[src/rtl/display_pkg.sv]
// Timing constants for 640x480@60 (800x525 total) and the generator state type.
// Also holds a helper that maps an active/inactive condition onto a sync polarity.
package display_pkg;

    localparam int DT_CORDW    = 10;
    localparam int DT_FCNTW    = 16;

    localparam int DT_H_ACTIVE = 640;
    localparam int DT_H_FP     = 16;
    localparam int DT_H_SYNC   = 96;
    localparam int DT_H_BP     = 48;
    localparam int DT_V_ACTIVE = 480;
    localparam int DT_V_FP     = 10;
    localparam int DT_V_SYNC   = 2;
    localparam int DT_V_BP     = 33;

    localparam int DT_H_TOTAL  = DT_H_ACTIVE + DT_H_FP + DT_H_SYNC + DT_H_BP;
    localparam int DT_V_TOTAL  = DT_V_ACTIVE + DT_V_FP + DT_V_SYNC + DT_V_BP;
    localparam int DT_HS_START = DT_H_ACTIVE + DT_H_FP;
    localparam int DT_HS_END   = DT_HS_START + DT_H_SYNC - 1;
    localparam int DT_VS_START = DT_V_ACTIVE + DT_V_FP;
    localparam int DT_VS_END   = DT_VS_START + DT_V_SYNC - 1;

    typedef enum logic {
        IDLE = 1'b0,
        RUN  = 1'b1
    } timing_state_e;

    function automatic logic sync_level(input logic active, input logic pol);
        return active ? pol : ~pol;
    endfunction

endpackage

[src/rtl/display_timing_480p_if.sv]
// Video timing bundle from the generator to the drawing logic / capture.
// All signals are registered by the generator and describe the pixel at (sx, sy).
interface display_timing_480p_if #(
    parameter int CORDW = 10,
    parameter int FCNTW = 16
);
    logic [CORDW-1:0] sx;
    logic [CORDW-1:0] sy;
    logic             de;
    logic             hsync;
    logic             vsync;
    logic             line;
    logic             frame;
    logic [FCNTW-1:0] frame_cnt;

    modport master (
        output sx, sy, de, hsync, vsync, line, frame, frame_cnt
    );

    modport slave (
        input  sx, sy, de, hsync, vsync, line, frame, frame_cnt
    );
endinterface

[src/rtl/display_timing_480p.sv]
// Pixel-clock raster timing generator; every output is registered and aligned with sx/sy.
// Free-running once out of reset: no handshake, no backpressure.
module display_timing_480p
    import display_pkg::*;
#(
    parameter int CORDW    = DT_CORDW,
    parameter int H_ACTIVE = DT_H_ACTIVE,
    parameter int H_FP     = DT_H_FP,
    parameter int H_SYNC   = DT_H_SYNC,
    parameter int H_BP     = DT_H_BP,
    parameter int V_ACTIVE = DT_V_ACTIVE,
    parameter int V_FP     = DT_V_FP,
    parameter int V_SYNC   = DT_V_SYNC,
    parameter int V_BP     = DT_V_BP,
    parameter bit H_POL    = 1'b0,
    parameter bit V_POL    = 1'b0,
    parameter int FCNTW    = DT_FCNTW
) (
    input  logic                   clk_pix,
    input  logic                   sim_rst_n,
    display_timing_480p_if.master  o_vid
);

    localparam int H_TOTAL  = H_ACTIVE + H_FP + H_SYNC + H_BP;
    localparam int V_TOTAL  = V_ACTIVE + V_FP + V_SYNC + V_BP;
    localparam int HS_START = H_ACTIVE + H_FP;
    localparam int HS_END   = HS_START + H_SYNC - 1;
    localparam int VS_START = V_ACTIVE + V_FP;
    localparam int VS_END   = VS_START + V_SYNC - 1;

    localparam logic [CORDW-1:0] C_H_MAX    = CORDW'(H_TOTAL - 1);
    localparam logic [CORDW-1:0] C_V_MAX    = CORDW'(V_TOTAL - 1);
    localparam logic [CORDW-1:0] C_H_ACTIVE = CORDW'(H_ACTIVE);
    localparam logic [CORDW-1:0] C_V_ACTIVE = CORDW'(V_ACTIVE);
    localparam logic [CORDW-1:0] C_HS_START = CORDW'(HS_START);
    localparam logic [CORDW-1:0] C_HS_END   = CORDW'(HS_END);
    localparam logic [CORDW-1:0] C_VS_START = CORDW'(VS_START);
    localparam logic [CORDW-1:0] C_VS_END   = CORDW'(VS_END);

    if (H_TOTAL > (1 << CORDW)) begin : g_chk_h
        $error("display_timing_480p: H_TOTAL does not fit in CORDW bits");
    end
    if (V_TOTAL > (1 << CORDW)) begin : g_chk_v
        $error("display_timing_480p: V_TOTAL does not fit in CORDW bits");
    end

    timing_state_e    r_state;
    timing_state_e    w_state_nxt;

    logic [CORDW-1:0] r_sx;
    logic [CORDW-1:0] r_sy;
    logic [CORDW-1:0] w_sx_nxt;
    logic [CORDW-1:0] w_sy_nxt;
    logic             w_frame_nxt;

    logic             r_de;
    logic             r_hsync;
    logic             r_vsync;
    logic             r_line;
    logic             r_frame;
    logic [FCNTW-1:0] r_frame_cnt;

    always_ff @(posedge clk_pix or negedge sim_rst_n) begin
        if (!sim_rst_n) begin
            r_state <= IDLE;
        end else begin
            r_state <= w_state_nxt;
        end
    end

    // The IDLE->RUN edge loads (0,0); counting starts from the following edge.
    always_comb begin
        w_state_nxt = r_state;
        w_sx_nxt    = '0;
        w_sy_nxt    = '0;
        case (r_state)
            IDLE: begin
                w_state_nxt = RUN;
            end
            RUN: begin
                w_state_nxt = RUN;
                if (r_sx == C_H_MAX) begin
                    w_sx_nxt = '0;
                    w_sy_nxt = (r_sy == C_V_MAX) ? '0 : r_sy + 1'b1;
                end else begin
                    w_sx_nxt = r_sx + 1'b1;
                    w_sy_nxt = r_sy;
                end
            end
            default: begin
                w_state_nxt = IDLE;
            end
        endcase
        w_frame_nxt = (w_sx_nxt == '0) && (w_sy_nxt == '0);
    end

    always_ff @(posedge clk_pix or negedge sim_rst_n) begin
        if (!sim_rst_n) begin
            r_sx <= '0;
            r_sy <= '0;
        end else begin
            r_sx <= w_sx_nxt;
            r_sy <= w_sy_nxt;
        end
    end

    // Decode from the next coordinates so the flops land in step with r_sx/r_sy.
    always_ff @(posedge clk_pix or negedge sim_rst_n) begin
        if (!sim_rst_n) begin
            r_de        <= 1'b0;
            r_hsync     <= ~H_POL;
            r_vsync     <= ~V_POL;
            r_line      <= 1'b0;
            r_frame     <= 1'b0;
            r_frame_cnt <= '0;
        end else begin
            r_de    <= (w_sx_nxt < C_H_ACTIVE) && (w_sy_nxt < C_V_ACTIVE);
            r_hsync <= sync_level((w_sx_nxt >= C_HS_START) && (w_sx_nxt <= C_HS_END), H_POL);
            r_vsync <= sync_level((w_sy_nxt >= C_VS_START) && (w_sy_nxt <= C_VS_END), V_POL);
            r_line  <= (w_sx_nxt == '0);
            r_frame <= w_frame_nxt;
            // The frame loaded on leaving IDLE is not a completed frame.
            if (w_frame_nxt && (r_state == RUN)) begin
                r_frame_cnt <= r_frame_cnt + 1'b1;
            end
        end
    end

    assign o_vid.sx        = r_sx;
    assign o_vid.sy        = r_sy;
    assign o_vid.de        = r_de;
    assign o_vid.hsync     = r_hsync;
    assign o_vid.vsync     = r_vsync;
    assign o_vid.line      = r_line;
    assign o_vid.frame     = r_frame;
    assign o_vid.frame_cnt = r_frame_cnt;

endmodule
[src/flat_wrapper.sv]
// flat-port wrapper written by rule: the top's interface ports become plain ports
module display_timing_480p_flat import display_pkg::*;
#(
    parameter int CORDW    = DT_CORDW,
    parameter int H_ACTIVE = DT_H_ACTIVE,
    parameter int H_FP     = DT_H_FP,
    parameter int H_SYNC   = DT_H_SYNC,
    parameter int H_BP     = DT_H_BP,
    parameter int V_ACTIVE = DT_V_ACTIVE,
    parameter int V_FP     = DT_V_FP,
    parameter int V_SYNC   = DT_V_SYNC,
    parameter int V_BP     = DT_V_BP,
    parameter bit H_POL    = 1'b0,
    parameter bit V_POL    = 1'b0,
    parameter int FCNTW    = DT_FCNTW
)
  (clk_pix, sim_rst_n, o_vid_sx, o_vid_sy, o_vid_de, o_vid_hsync, o_vid_vsync, o_vid_line, o_vid_frame, o_vid_frame_cnt);
  display_timing_480p_if #(.CORDW(CORDW), .FCNTW(FCNTW)) o_vid_i ();
  input  logic clk_pix;
  input  logic sim_rst_n;
  output wire logic [$bits(o_vid_i.sx)-1:0] o_vid_sx;
  output wire logic [$bits(o_vid_i.sy)-1:0] o_vid_sy;
  output wire logic [$bits(o_vid_i.de)-1:0] o_vid_de;
  output wire logic [$bits(o_vid_i.hsync)-1:0] o_vid_hsync;
  output wire logic [$bits(o_vid_i.vsync)-1:0] o_vid_vsync;
  output wire logic [$bits(o_vid_i.line)-1:0] o_vid_line;
  output wire logic [$bits(o_vid_i.frame)-1:0] o_vid_frame;
  output wire logic [$bits(o_vid_i.frame_cnt)-1:0] o_vid_frame_cnt;
  assign o_vid_sx = o_vid_i.sx;
  assign o_vid_sy = o_vid_i.sy;
  assign o_vid_de = o_vid_i.de;
  assign o_vid_hsync = o_vid_i.hsync;
  assign o_vid_vsync = o_vid_i.vsync;
  assign o_vid_line = o_vid_i.line;
  assign o_vid_frame = o_vid_i.frame;
  assign o_vid_frame_cnt = o_vid_i.frame_cnt;
  display_timing_480p #(.CORDW(CORDW), .H_ACTIVE(H_ACTIVE), .H_FP(H_FP), .H_SYNC(H_SYNC), .H_BP(H_BP), .V_ACTIVE(V_ACTIVE), .V_FP(V_FP), .V_SYNC(V_SYNC), .V_BP(V_BP), .H_POL(H_POL), .V_POL(V_POL), .FCNTW(FCNTW)) u_core (.clk_pix(clk_pix), .sim_rst_n(sim_rst_n), .o_vid(o_vid_i));
endmodule
[config.mk]
export PLATFORM = sky130hd
export DESIGN_NAME = display_timing_480p_flat
export DESIGN_NICKNAME = d
export VERILOG_FILES = /design/src/rtl/display_pkg.sv /design/src/rtl/display_timing_480p_if.sv /design/src/rtl/display_timing_480p.sv /design/src/flat_wrapper.sv
export SDC_FILE = /design/constraint.sdc
export NUM_CORES = 1
export LEC_CHECK = 0
export BUFFER_PORTS_ARGS = -buffer_cell sky130_fd_sc_hd__buf_4
export CAP_MARGIN = 20
export CORE_UTILIZATION = 55
export CTS_CLUSTER_SIZE = 25
export DETAILED_ROUTE_END_ITERATION = 10
export GPL_ROUTABILITY_DRIVEN = 1
export PLACE_DENSITY = 0.9
export SLEW_MARGIN = 20
export SYNTH_ARGS = -nofsm -noshare
export SYNTH_HDL_FRONTEND = slang
export SYNTH_SLANG_ARGS = --single-unit
export TNS_END_PERCENT = 50
[constraint.sdc]
create_clock -name clk_pix -period 3.75 [get_ports clk_pix]
set_clock_uncertainty 0.05 [all_clocks]
set_input_delay 0.1875 -clock clk_pix [delete_from_list [all_inputs] [get_ports clk_pix]]
set_output_delay 0.1875 -clock clk_pix [all_outputs]
set_load 0.01 [all_outputs]
==> results of run 1 <==
flip-flops by register name, indices dropped and copies added, names as in the netlist:
register / count
u_core.o_vid.de: 1
u_core.r_state: 1
u_core.o_vid.frame: 1
u_core.o_vid.sy: 10
u_core.o_vid.hsync: 1
u_core.o_vid.sx: 10
u_core.o_vid.frame_cnt: 16
u_core.o_vid.vsync: 1
u_core.o_vid.line: 1
layout make-up:
| type | instances | area (sq um) |
|---|---|---|
| clock inverter | 2 | 13.8 |
| sequential | 42 | 1050 |
| timing repair buffer | 43 | 325 |
| inverter | 12 | 45.0 |
| fill | 320 | 1280 |
| multi-input combinational | 174 | 1230 |
| clock buffer | 6 | 72.6 |
| tap | 50 | 62.6 |
path summary, 6_finish.rpt:
| kind | startpoint | end | depth (start not counted) |
|---|---|---|---|
| worst min-delay path | sim_rst_n | u_core.o_vid.sy[4] | 2 |
| worst max register to register | u_core.o_vid.sx[0] | u_core.o_vid.frame_cnt[15] | 8 |
| min in group clk_pix | u_core.o_vid.frame_cnt[15] | u_core.o_vid.frame_cnt[15] | 1 |
| worst max-delay path | u_core.o_vid.sx[0] | u_core.o_vid.frame_cnt[15] | 8 |
| worst min register to register | u_core.o_vid.frame_cnt[15] | u_core.o_vid.frame_cnt[15] | 1 |
| max in group asynchronous | sim_rst_n | u_core.o_vid.hsync | 2 |
critical path: stages (launching register included):
cell                        delay [ns]
sky130_fd_sc_hd__dfrtp_1          0.44
sky130_fd_sc_hd__ha_1             0.35
sky130_fd_sc_hd__nand4_4          0.21
sky130_fd_sc_hd__nor4b_4          0.48
sky130_fd_sc_hd__nand2_1          0.14
sky130_fd_sc_hd__xor2_1           0.32
sky130_fd_sc_hd__nand4_4          0.30
sky130_fd_sc_hd__a2111oi_1        0.68
sky130_fd_sc_hd__xor2_1           0.13
metrics by stage:
step | total power [uW] | hold slack, ns | std cells | instance area [sq um] | setup WS, ns
after floorplan | 635 | -0.158 | 237 | 2380 | 1.06
after global placement | 716 | 0.146 | 320 | 2710 | 0.818
after detailed placement | 724 | 0.154 | 320 | 2710 | 0.651
after CTS | 1020 | 0.368 | 329 | 2810 | 0.533
after global routing | 1060 | 0.410 | 329 | 2810 | 0.295
final | 1010 | 0.354 | 329 | 2810 | 0.495
power groups by stage:
stage                     registers [uW]  clock network (uW)  logic (uW)
final                                537                 294         182
after floorplan                      551                   0        84.0
after detailed placement             544                   0         181
after global routing                 543                 319         196
after global placement               541                   0         176
after CTS                            536                 297         183
placed cells by master, fill, tap and decap left out, types with 3 or more instances in the layout:
cell type / count
sky130_fd_sc_hd__a2111oi_1: 5
sky130_fd_sc_hd__a211oi_1: 8
sky130_fd_sc_hd__a21oi_1: 7
sky130_fd_sc_hd__and2_1: 4
sky130_fd_sc_hd__and3_1: 9
sky130_fd_sc_hd__buf_4: 42
sky130_fd_sc_hd__clkbuf_8: 5
sky130_fd_sc_hd__dfrtp_1: 40
sky130_fd_sc_hd__ha_1: 4
sky130_fd_sc_hd__inv_1: 11
sky130_fd_sc_hd__nand2_1: 17
sky130_fd_sc_hd__nand3_1: 13
sky130_fd_sc_hd__nand4_1: 9
sky130_fd_sc_hd__nor2_1: 22
sky130_fd_sc_hd__nor3_1: 3
sky130_fd_sc_hd__o21ai_0: 3
sky130_fd_sc_hd__o31ai_1: 3
sky130_fd_sc_hd__or4_1: 4
sky130_fd_sc_hd__xnor2_1: 10
sky130_fd_sc_hd__xor2_1: 24
metal layers:
layer | vias up | GRT usage [%]
met3 | 9 | 6.17
met1 | 915 | 33.5
li1 | 932 | -
met2 | 65 | 40.7
met4 | 0 | 9.90
met5 | - | 0
cells by family after synthesis:
group / Yosys count
AO/OA/AOI/OAI: 37
XOR/XNOR: 34
adder cells (fa/ha/maj): 4
buffers and inverters: 21
flip-flops: 42
multiplexers: 1
other: 1
AND/OR/NAND/NOR: 97
==> report_table.html, run 1 <==
<table>
<tr><th>Metric</th><th>Value</th></tr>
<tr><th colspan="2">Detailed routing</th></tr>
<tr><td>Routed wire length on met2</td><td>2.61 mm</td></tr>
<tr><td>Initial DRC Count</td><td>169</td></tr>
<tr><td>Detail-routed net length per standard cell</td><td>16.1 um</td></tr>
<tr><td>Routed length on met1</td><td>2.30 mm</td></tr>
<tr><td>Mean number of vias per cell</td><td>5.84</td></tr>
<tr><td>Overall via count from detail_route</td><td>1,921</td></tr>
<tr><td>First-pass iteration count of the detailed router</td><td>4</td></tr>
<tr><td>Detailed Route WL</td><td>5.29 mm</td></tr>
<tr><td>Sum of met3 wire segment lengths after detailed routing</td><td>265 um</td></tr>
<tr><td>DRT antenna net count</td><td>0</td></tr>
<tr><td>Highest routing layer actually used</td><td>met4</td></tr>
<tr><td>Residual DRC</td><td>0</td></tr>
<tr><th colspan="2">Pwr</th></tr>
<tr><td>Switching power as a share of total power</td><td>30.6%</td></tr>
<tr><td>Combinational share of power</td><td>18.0%</td></tr>
<tr><td>Sequential power share</td><td>53.0%</td></tr>
<tr><td>Internal cell power</td><td>703 uW</td></tr>
<tr><td>Peak ir drop on the vdd network</td><td>298 uV</td></tr>
<tr><td>Clock group share of total power</td><td>29.1%</td></tr>
<tr><td>Switching Power</td><td>310 uW</td></tr>
<tr><td>Static Leak</td><td>0.00128 uW</td></tr>
<tr><td>P per Cell Area</td><td>361 nW/um^2</td></tr>
<tr><th colspan="2">Timing</th></tr>
<tr><td>FMAX</td><td>307 MHz</td></tr>
<tr><td>Worst Max-Slew Pin Slew</td><td>0.696 ns</td></tr>
<tr><td>Pins Over Slew Limit</td><td>0</td></tr>
<tr><td>RSZ-0062 raised after global routing</td><td>no</td></tr>
<tr><td>Number of hold-slack violations in the final timing report</td><td>0</td></tr>
<tr><td>Accumulated negative setup slack</td><td>0 ns</td></tr>
<tr><td>Relative slew slack</td><td>53.5%</td></tr>
<tr><td>Post-route fraction of the period consumed by the critical path</td><td>86.8%</td></tr>
<tr><td>Period minus WS final</td><td>3.26 ns</td></tr>
<tr><td>Number of failing setup endpoints in the final timing report</td><td>0</td></tr>
<tr><th colspan="2">Yosys</th></tr>
<tr><td>Cell Area, Synth</td><td>2380 sq um</td></tr>
<tr><td>Adder and majority gate portion of the synthesized area</td><td>2.10%</td></tr>
<tr><td>Share of flip-flops with an asynchronous set or reset</td><td>100%</td></tr>
<tr><td>Count of state elements after synthesis</td><td>42</td></tr>
<tr><td>Post-synthesis simple-gate area fraction</td><td>23.8%</td></tr>
<tr><td>Flip-flop cell with the highest count after synthesis</td><td>sky130_fd_sc_hd__dfrtp_1</td></tr>
<tr><td>Post-synthesis cell type count</td><td>47</td></tr>
<tr><td>Sequential-to-total area share from yosys stat</td><td>44.2%</td></tr>
<tr><td>Most common cell in the netlist</td><td>sky130_fd_sc_hd__dfrtp_1</td></tr>
<tr><td>List of most frequent post-synthesis cells</td><td>40 x sky130_fd_sc_hd__dfrtp_1, 24 x sky130_fd_sc_hd__xor2_1, 23 x sky130_fd_sc_hd__nor2_1</td></tr>
<tr><td>Main combinational cell family by area after synthesis</td><td>simple AND/OR/NAND/NOR gates</td></tr>
<tr><td>Library cell occupying the most area in the post-synthesis netlist</td><td>sky130_fd_sc_hd__dfrtp_1</td></tr>
<tr><td>Number of instances in the synthesized netlist</td><td>237</td></tr>
<tr><td>Mean area per synthesized cell</td><td>10.1 sq um</td></tr>
<tr><td>Synth warnings</td><td>0</td></tr>
<tr><td>Synthesized-area fraction occupied by ao, oa, aoi and oai cells</td><td>12.7%</td></tr>
<tr><td>Post-synthesis xor/xnor area fraction</td><td>12.5%</td></tr>
<tr><td>Fraction of synthesized area in multiplexers</td><td>0.473%</td></tr>
<tr><td>Total nets after synthesis</td><td>243</td></tr>
<tr><td>Post-synth top area share</td><td>42.0%</td></tr>
<tr><td>Number of enable flip-flop cells after synthesis</td><td>0</td></tr>
<tr><td>Cell types with the largest area share after synthesis</td><td>sky130_fd_sc_hd__dfrtp_1 42%, sky130_fd_sc_hd__xor2_1 8.8%, sky130_fd_sc_hd__xnor2_1 3.7%, sky130_fd_sc_hd__nor2_1 3.6%, sky130_fd_sc_hd__nand3_1 2.7%</td></tr>
<tr><th colspan="2">Die</th></tr>
<tr><td>Initial cell density of the core</td><td>58.3%</td></tr>
<tr><td>Die outline width</td><td>67.8 um</td></tr>
<tr><td>Row Count</td><td>23</td></tr>
<tr><td>Top Ports</td><td>43</td></tr>
<tr><td>Die Span Y</td><td>67.8 um</td></tr>
<tr><td>Die Area</td><td>4600 sq um</td></tr>
<tr><td>Core ar.</td><td>4090 sq um</td></tr>
<tr><th colspan="2">Critical path</th></tr>
<tr><td>Worst Setup Start Kind</td><td>flip-flop</td></tr>
<tr><td>Kind of end point of the critical path</td><td>flip-flop</td></tr>
<tr><td>Type of the setup path with the least slack</td><td>flip-flop to flip-flop</td></tr>
<tr><td>Worst R2R Setup Slack</td><td>0.49 ns</td></tr>
<tr><td>Critical-path maximum fanout</td><td>16</td></tr>
<tr><td>Arr. time, crit path</td><td>3.37 ns</td></tr>
<tr><td>Required arrival time at the worst endpoint</td><td>3.86 ns</td></tr>
<tr><th colspan="2">Global route</th></tr>
<tr><td>Total GRT Usage</td><td>25.6%</td></tr>
<tr><td>Antenna violations before repair</td><td>0</td></tr>
<tr><td>Global-route congestion overflow total</td><td>0</td></tr>
<tr><td>Maximum number of pins on one net before global-route repair</td><td>43</td></tr>
<tr><td>First-pass GRT wire length</td><td>8.51 mm</td></tr>
<tr><td>Vias in the first global route</td><td>1,701</td></tr>
<tr><th colspan="2">Placement</th></tr>
<tr><td>Routability cong.</td><td>0.919</td></tr>
<tr><td>Estimated wirelength of the detail-placed design</td><td>3.77 mm</td></tr>
<tr><td>Port bufs</td><td>42</td></tr>
<tr><th colspan="2">CTS</th></tr>
<tr><td>Clock tree from TritonCTS</td><td>done</td></tr>
<tr><td>CTS resizes</td><td>0</td></tr>
<tr><td>Setup fix buffers added after clock tree synthesis</td><td>0</td></tr>
<tr><td>Post-cts hold buffer count</td><td>1</td></tr>
<tr><td>Clock buffer count from CTS</td><td>5</td></tr>
<tr><td>H-tree levels</td><td>2</td></tr>
<tr><td>Clock sink count</td><td>42</td></tr>
<tr><td>CTS root buffer</td><td>sky130_fd_sc_hd__clkbuf_8</td></tr>
<tr><td>Worst-path clk slew</td><td>0.08 ns</td></tr>
<tr><td>Max Root-Sink Buffers</td><td>2</td></tr>
<tr><td>Clock network latency to the later pin of the worst-skew pair</td><td>0.30 ns</td></tr>
<tr><th colspan="2">Cells and area</th></tr>
<tr><td>Area growth from synthesis to final layout</td><td>17.9%</td></tr>
<tr><td>Utilization of the core after routing</td><td>68.7%</td></tr>
<tr><td>Number of antenna diodes</td><td>0</td></tr>
<tr><td>Fraction of layout cells with a size suffix above 1</td><td>22.6%</td></tr>
<tr><td>Number of nets in the final layout</td><td>284</td></tr>
<tr><th colspan="2">Worst hold path</th></tr>
<tr><td>Class of the tightest hold or removal check</td><td>primary input to asynchronous set/reset pin</td></tr>
<tr><th colspan="2">Status</th></tr>
<tr><td>Result of the run</td><td>complete, no violations</td></tr>
<tr><th colspan="2">Job</th></tr>
<tr><td>Max-capacitance violation count</td><td>0</td></tr>
</table>
Power figures use the tool's default switching activity.
==> run 2, diff against run 1 <==
==> constraint.sdc (replaced) <==
create_clock -name clk_pix -period 3.75 [get_ports clk_pix]
set_clock_uncertainty 0.05 [all_clocks]
set_input_delay 0.375 -clock clk_pix [delete_from_list [all_inputs] [get_ports clk_pix]]
set_output_delay 0.375 -clock clk_pix [all_outputs]
set_load 0.01 [all_outputs]
==> run 2 against run 1 <==
Fmax about the same. Power about the same. First-iteration DRC count down 3.6%. The run now ends with hold timing left. Routed wire length up 0.23%.
==> report_table.html, run 2 (same netlist as run 1, synthesis figures left out) <==
<table>
<tr><th>Metric</th><th>Value</th></tr>
<tr><th colspan="2">Placement</th></tr>
<tr><td>Pre-CTS setup slack</td><td>0.651 ns (unchanged)</td></tr>
<tr><td>Port bufs</td><td>42 (unchanged)</td></tr>
<tr><td>Estimated wirelength of the detail-placed design</td><td>3.77 mm (unchanged)</td></tr>
<tr><td>Routability cong.</td><td>0.919 (unchanged)</td></tr>
<tr><th colspan="2">CTS</th></tr>
<tr><td>Worst-path clk slew</td><td>0.08 ns (about the same)</td></tr>
<tr><td>Post-cts hold buffer count</td><td>0 (was 1)</td></tr>
<tr><td>Max Root-Sink Buffers</td><td>2 (unchanged)</td></tr>
<tr><td>Clock network latency to the later pin of the worst-skew pair</td><td>0.30 ns (about the same)</td></tr>
<tr><td>Clock sink count</td><td>42 (unchanged)</td></tr>
<tr><td>Clock buffer count from CTS</td><td>5 (unchanged)</td></tr>
<tr><td>Setup fix buffers added after clock tree synthesis</td><td>0 (unchanged)</td></tr>
<tr><td>H-tree levels</td><td>2 (unchanged)</td></tr>
<tr><td>CTS resizes</td><td>0 (unchanged)</td></tr>
<tr><td>CTS root buffer</td><td>sky130_fd_sc_hd__clkbuf_8 (unchanged)</td></tr>
<tr><td>Clock tree from TritonCTS</td><td>done (unchanged)</td></tr>
<tr><th colspan="2">Pwr</th></tr>
<tr><td>Switching power as a share of total power</td><td>30.6% (about the same)</td></tr>
<tr><td>Switching Power</td><td>309 uW (was 310 uW)</td></tr>
<tr><td>Internal cell power</td><td>702 uW (was 703 uW)</td></tr>
<tr><td>P per Cell Area</td><td>362 nW/um^2 (was 361 nW/um^2)</td></tr>
<tr><td>Sequential power share</td><td>53.0% (about the same)</td></tr>
<tr><td>Total power</td><td>1010 uW (about the same)</td></tr>
<tr><td>Static Leak</td><td>0.00127 uW (was 0.00128 uW)</td></tr>
<tr><td>Peak ir drop on the vdd network</td><td>298 uV (about the same)</td></tr>
<tr><td>Clock group share of total power</td><td>29.0% (was 29.1%)</td></tr>
<tr><td>Combinational share of power</td><td>17.9% (was 18.0%)</td></tr>
<tr><th colspan="2">Detailed routing</th></tr>
<tr><td>Mean number of vias per cell</td><td>5.91 (was 5.84)</td></tr>
<tr><td>Overall via count from detail_route</td><td>1,938 (was 1,921)</td></tr>
<tr><td>Residual DRC</td><td>0 (unchanged)</td></tr>
<tr><td>Detailed Route WL</td><td>5.30 mm (was 5.29 mm)</td></tr>
<tr><td>Routed length on met1</td><td>2.27 mm (was 2.30 mm)</td></tr>
<tr><td>Sum of met3 wire segment lengths after detailed routing</td><td>282 um (was 265 um)</td></tr>
<tr><td>Detail-routed net length per standard cell</td><td>16.2 um (was 16.1 um)</td></tr>
<tr><td>Highest routing layer actually used</td><td>met4 (unchanged)</td></tr>
<tr><td>DRT antenna net count</td><td>0 (unchanged)</td></tr>
<tr><td>First-pass iteration count of the detailed router</td><td>5 (was 4)</td></tr>
<tr><td>Initial DRC Count</td><td>163 (was 169)</td></tr>
<tr><td>Routed wire length on met2</td><td>2.64 mm (was 2.61 mm)</td></tr>
<tr><th colspan="2">Cells and area</th></tr>
<tr><td>Fraction of layout cells with a size suffix above 1</td><td>22.7% (was 22.6%)</td></tr>
<tr><td>Number of fill cells in the layout</td><td>321 (was 320)</td></tr>
<tr><td>Number of nets in the final layout</td><td>283 (was 284)</td></tr>
<tr><td>Most frequent standard cell in the layout excluding fill and tap cells</td><td>sky130_fd_sc_hd__buf_4 (unchanged)</td></tr>
<tr><td>Area growth from synthesis to final layout</td><td>17.4% (was 17.9%)</td></tr>
<tr><td>Max reg flops</td><td>16 (unchanged)</td></tr>
<tr><td>Top library cells by usage in the layout, fill and taps aside</td><td>42 x sky130_fd_sc_hd__buf_4, 40 x sky130_fd_sc_hd__dfrtp_1, 24 x sky130_fd_sc_hd__xor2_1 (unchanged)</td></tr>
<tr><td>Number of antenna diodes</td><td>0 (unchanged)</td></tr>
<tr><th colspan="2">Die</th></tr>
<tr><td>Top Ports</td><td>43 (unchanged)</td></tr>
<tr><td>Die outline width</td><td>67.8 um (unchanged)</td></tr>
<tr><td>Row Count</td><td>23 (unchanged)</td></tr>
<tr><td>Die Span Y</td><td>67.8 um (unchanged)</td></tr>
<tr><td>Initial cell density of the core</td><td>58.3% (unchanged)</td></tr>
<tr><td>Core ar.</td><td>4090 sq um (unchanged)</td></tr>
<tr><td>Die Area</td><td>4600 sq um (unchanged)</td></tr>
<tr><th colspan="2">Timing</th></tr>
<tr><td>RSZ-0062 raised after global routing</td><td>no (unchanged)</td></tr>
<tr><td>Post-route fraction of the period consumed by the critical path</td><td>86.8% (about the same)</td></tr>
<tr><td>Accumulated negative setup slack</td><td>0 ns (unchanged)</td></tr>
<tr><td>Number of hold-slack violations in the final timing report</td><td>11 (was 0)</td></tr>
<tr><td>Pins Over Slew Limit</td><td>0 (unchanged)</td></tr>
<tr><td>FMAX</td><td>307 MHz (about the same)</td></tr>
<tr><td>Period minus WS final</td><td>3.25 ns (was 3.26 ns)</td></tr>
<tr><td>Post-route setup slack</td><td>0.495 ns (about the same)</td></tr>
<tr><td>Worst Max-Slew Pin Slew</td><td>0.700 ns (was 0.696 ns)</td></tr>
<tr><td>Number of failing setup endpoints in the final timing report</td><td>0 (unchanged)</td></tr>
<tr><td>Worst hold slack</td><td>-0.00200 ns (was 0.354 ns)</td></tr>
<tr><td>Relative slew slack</td><td>53.3% (was 53.5%)</td></tr>
<tr><th colspan="2">Critical path</th></tr>
<tr><td>Critical-path maximum fanout</td><td>16 (unchanged)</td></tr>
<tr><td>Type of the setup path with the least slack</td><td>flip-flop to flip-flop (unchanged)</td></tr>
<tr><td>Kind of end point of the critical path</td><td>flip-flop (unchanged)</td></tr>
<tr><td>Required arrival time at the worst endpoint</td><td>3.86 ns (about the same)</td></tr>
<tr><td>Worst Setup Start Kind</td><td>flip-flop (unchanged)</td></tr>
<tr><td>Depth of the worst register-to-register path</td><td>8 (unchanged)</td></tr>
<tr><td>Arr. time, crit path</td><td>3.37 ns (about the same)</td></tr>
<tr><th colspan="2">Status</th></tr>
<tr><td>Violated checks</td><td>hold timing</td></tr>
<tr><td>Result of the run</td><td>finished with violations (was complete, no violations)</td></tr>
<tr><th colspan="2">Job</th></tr>
<tr><td>Max-capacitance violation count</td><td>0 (unchanged)</td></tr>
<tr><th colspan="2">Global route</th></tr>
<tr><td>Antenna violations before repair</td><td>0 (unchanged)</td></tr>
<tr><td>Maximum number of pins on one net before global-route repair</td><td>43 (unchanged)</td></tr>
<tr><td>Vias in the first global route</td><td>1,701 (unchanged)</td></tr>
<tr><td>First-pass GRT wire length</td><td>8.51 mm (unchanged)</td></tr>
<tr><td>Total GRT Usage</td><td>25.6% (unchanged)</td></tr>
<tr><td>Global-route congestion overflow total</td><td>0 (unchanged)</td></tr>
<tr><th colspan="2">Worst hold path</th></tr>
<tr><td>Class of the tightest hold or removal check</td><td>primary input to asynchronous set/reset pin (unchanged)</td></tr>
</table>
==> run 2: cell types whose count changed in the layout (fill, tap and decap cells not counted) <==
cell / before / now
sky130_fd_sc_hd__dlygate4sd3_1: 1 / 0
==> run 2: power by group through the flow <==
stage / registers (uW) / clock network (uW) / logic, uW
2_1_floorplan: 551 / 0 / 84.0
3_3_place_gp: 541 / 0 / 176
3_5_place_dp: 544 / 0 / 181
4_1_cts: 536 / 297 / 182
5_1_grt: 543 / 319 / 195
6_report: 537 / 294 / 181
==> run 2: final timing paths <==
kind,start,to,slack (ns)
max,u_core.o_vid.sx[0],u_core.o_vid.frame_cnt[15],0.50
min,sim_rst_n,u_core.o_vid.frame_cnt[8],-0.002
max reg2reg,u_core.o_vid.sx[0],u_core.o_vid.frame_cnt[15],0.50
min reg2reg,u_core.o_vid.frame_cnt[15],u_core.o_vid.frame_cnt[15],0.42
max in group asynchronous,sim_rst_n,u_core.o_vid.hsync,3.29
min in group clk_pix,u_core.o_vid.frame_cnt[15],u_core.o_vid.frame_cnt[15],0.42
==> run 2: layout make-up <==
cell class | count | area [sq um] | share of cell area, %
clock buffer | 6 | 72.6 | 2.59
clock inverter | 2 | 13.8 | 0.492
sequential | 42 | 1050 | 37.7
multi-input combinational | 174 | 1230 | 44.1
inverter | 12 | 45.0 | 1.61
timing repair buffer | 42 | 315 | 11.3
tap | 50 | 62.6 | 2.24
==> run 2: worst max-delay path, cell delays in order, from the launching register on <==
cell,delay [ns]
sky130_fd_sc_hd__dfrtp_1,0.44
sky130_fd_sc_hd__ha_1,0.35
sky130_fd_sc_hd__nand4_4,0.21
sky130_fd_sc_hd__nor4b_4,0.48
sky130_fd_sc_hd__nand2_1,0.14
sky130_fd_sc_hd__xor2_1,0.32
sky130_fd_sc_hd__nand4_4,0.31
sky130_fd_sc_hd__a2111oi_1,0.68
sky130_fd_sc_hd__xor2_1,0.13
==> run 2: metal layers <==
layer | up-vias | global-route usage, %
li1 | 930 | -
met1 | 930 | 33.5
met2 | 69 | 40.7
met3 | 9 | 6.17
met4 | 0 | 9.90
met5 | - | 0
==> run 2: metrics by stage <==
stage	cell area [sq um]	std cells	hold WS [ns]	util (%)
global placement	2710	320	0.334	66.3
finish	2800	328	-0.00200	68.5
floorplan	2380	237	0.0294	-
global route	2800	328	0.0358	68.5
detailed placement	2710	320	0.341	66.3
CTS	2800	328	0.0131	68.4
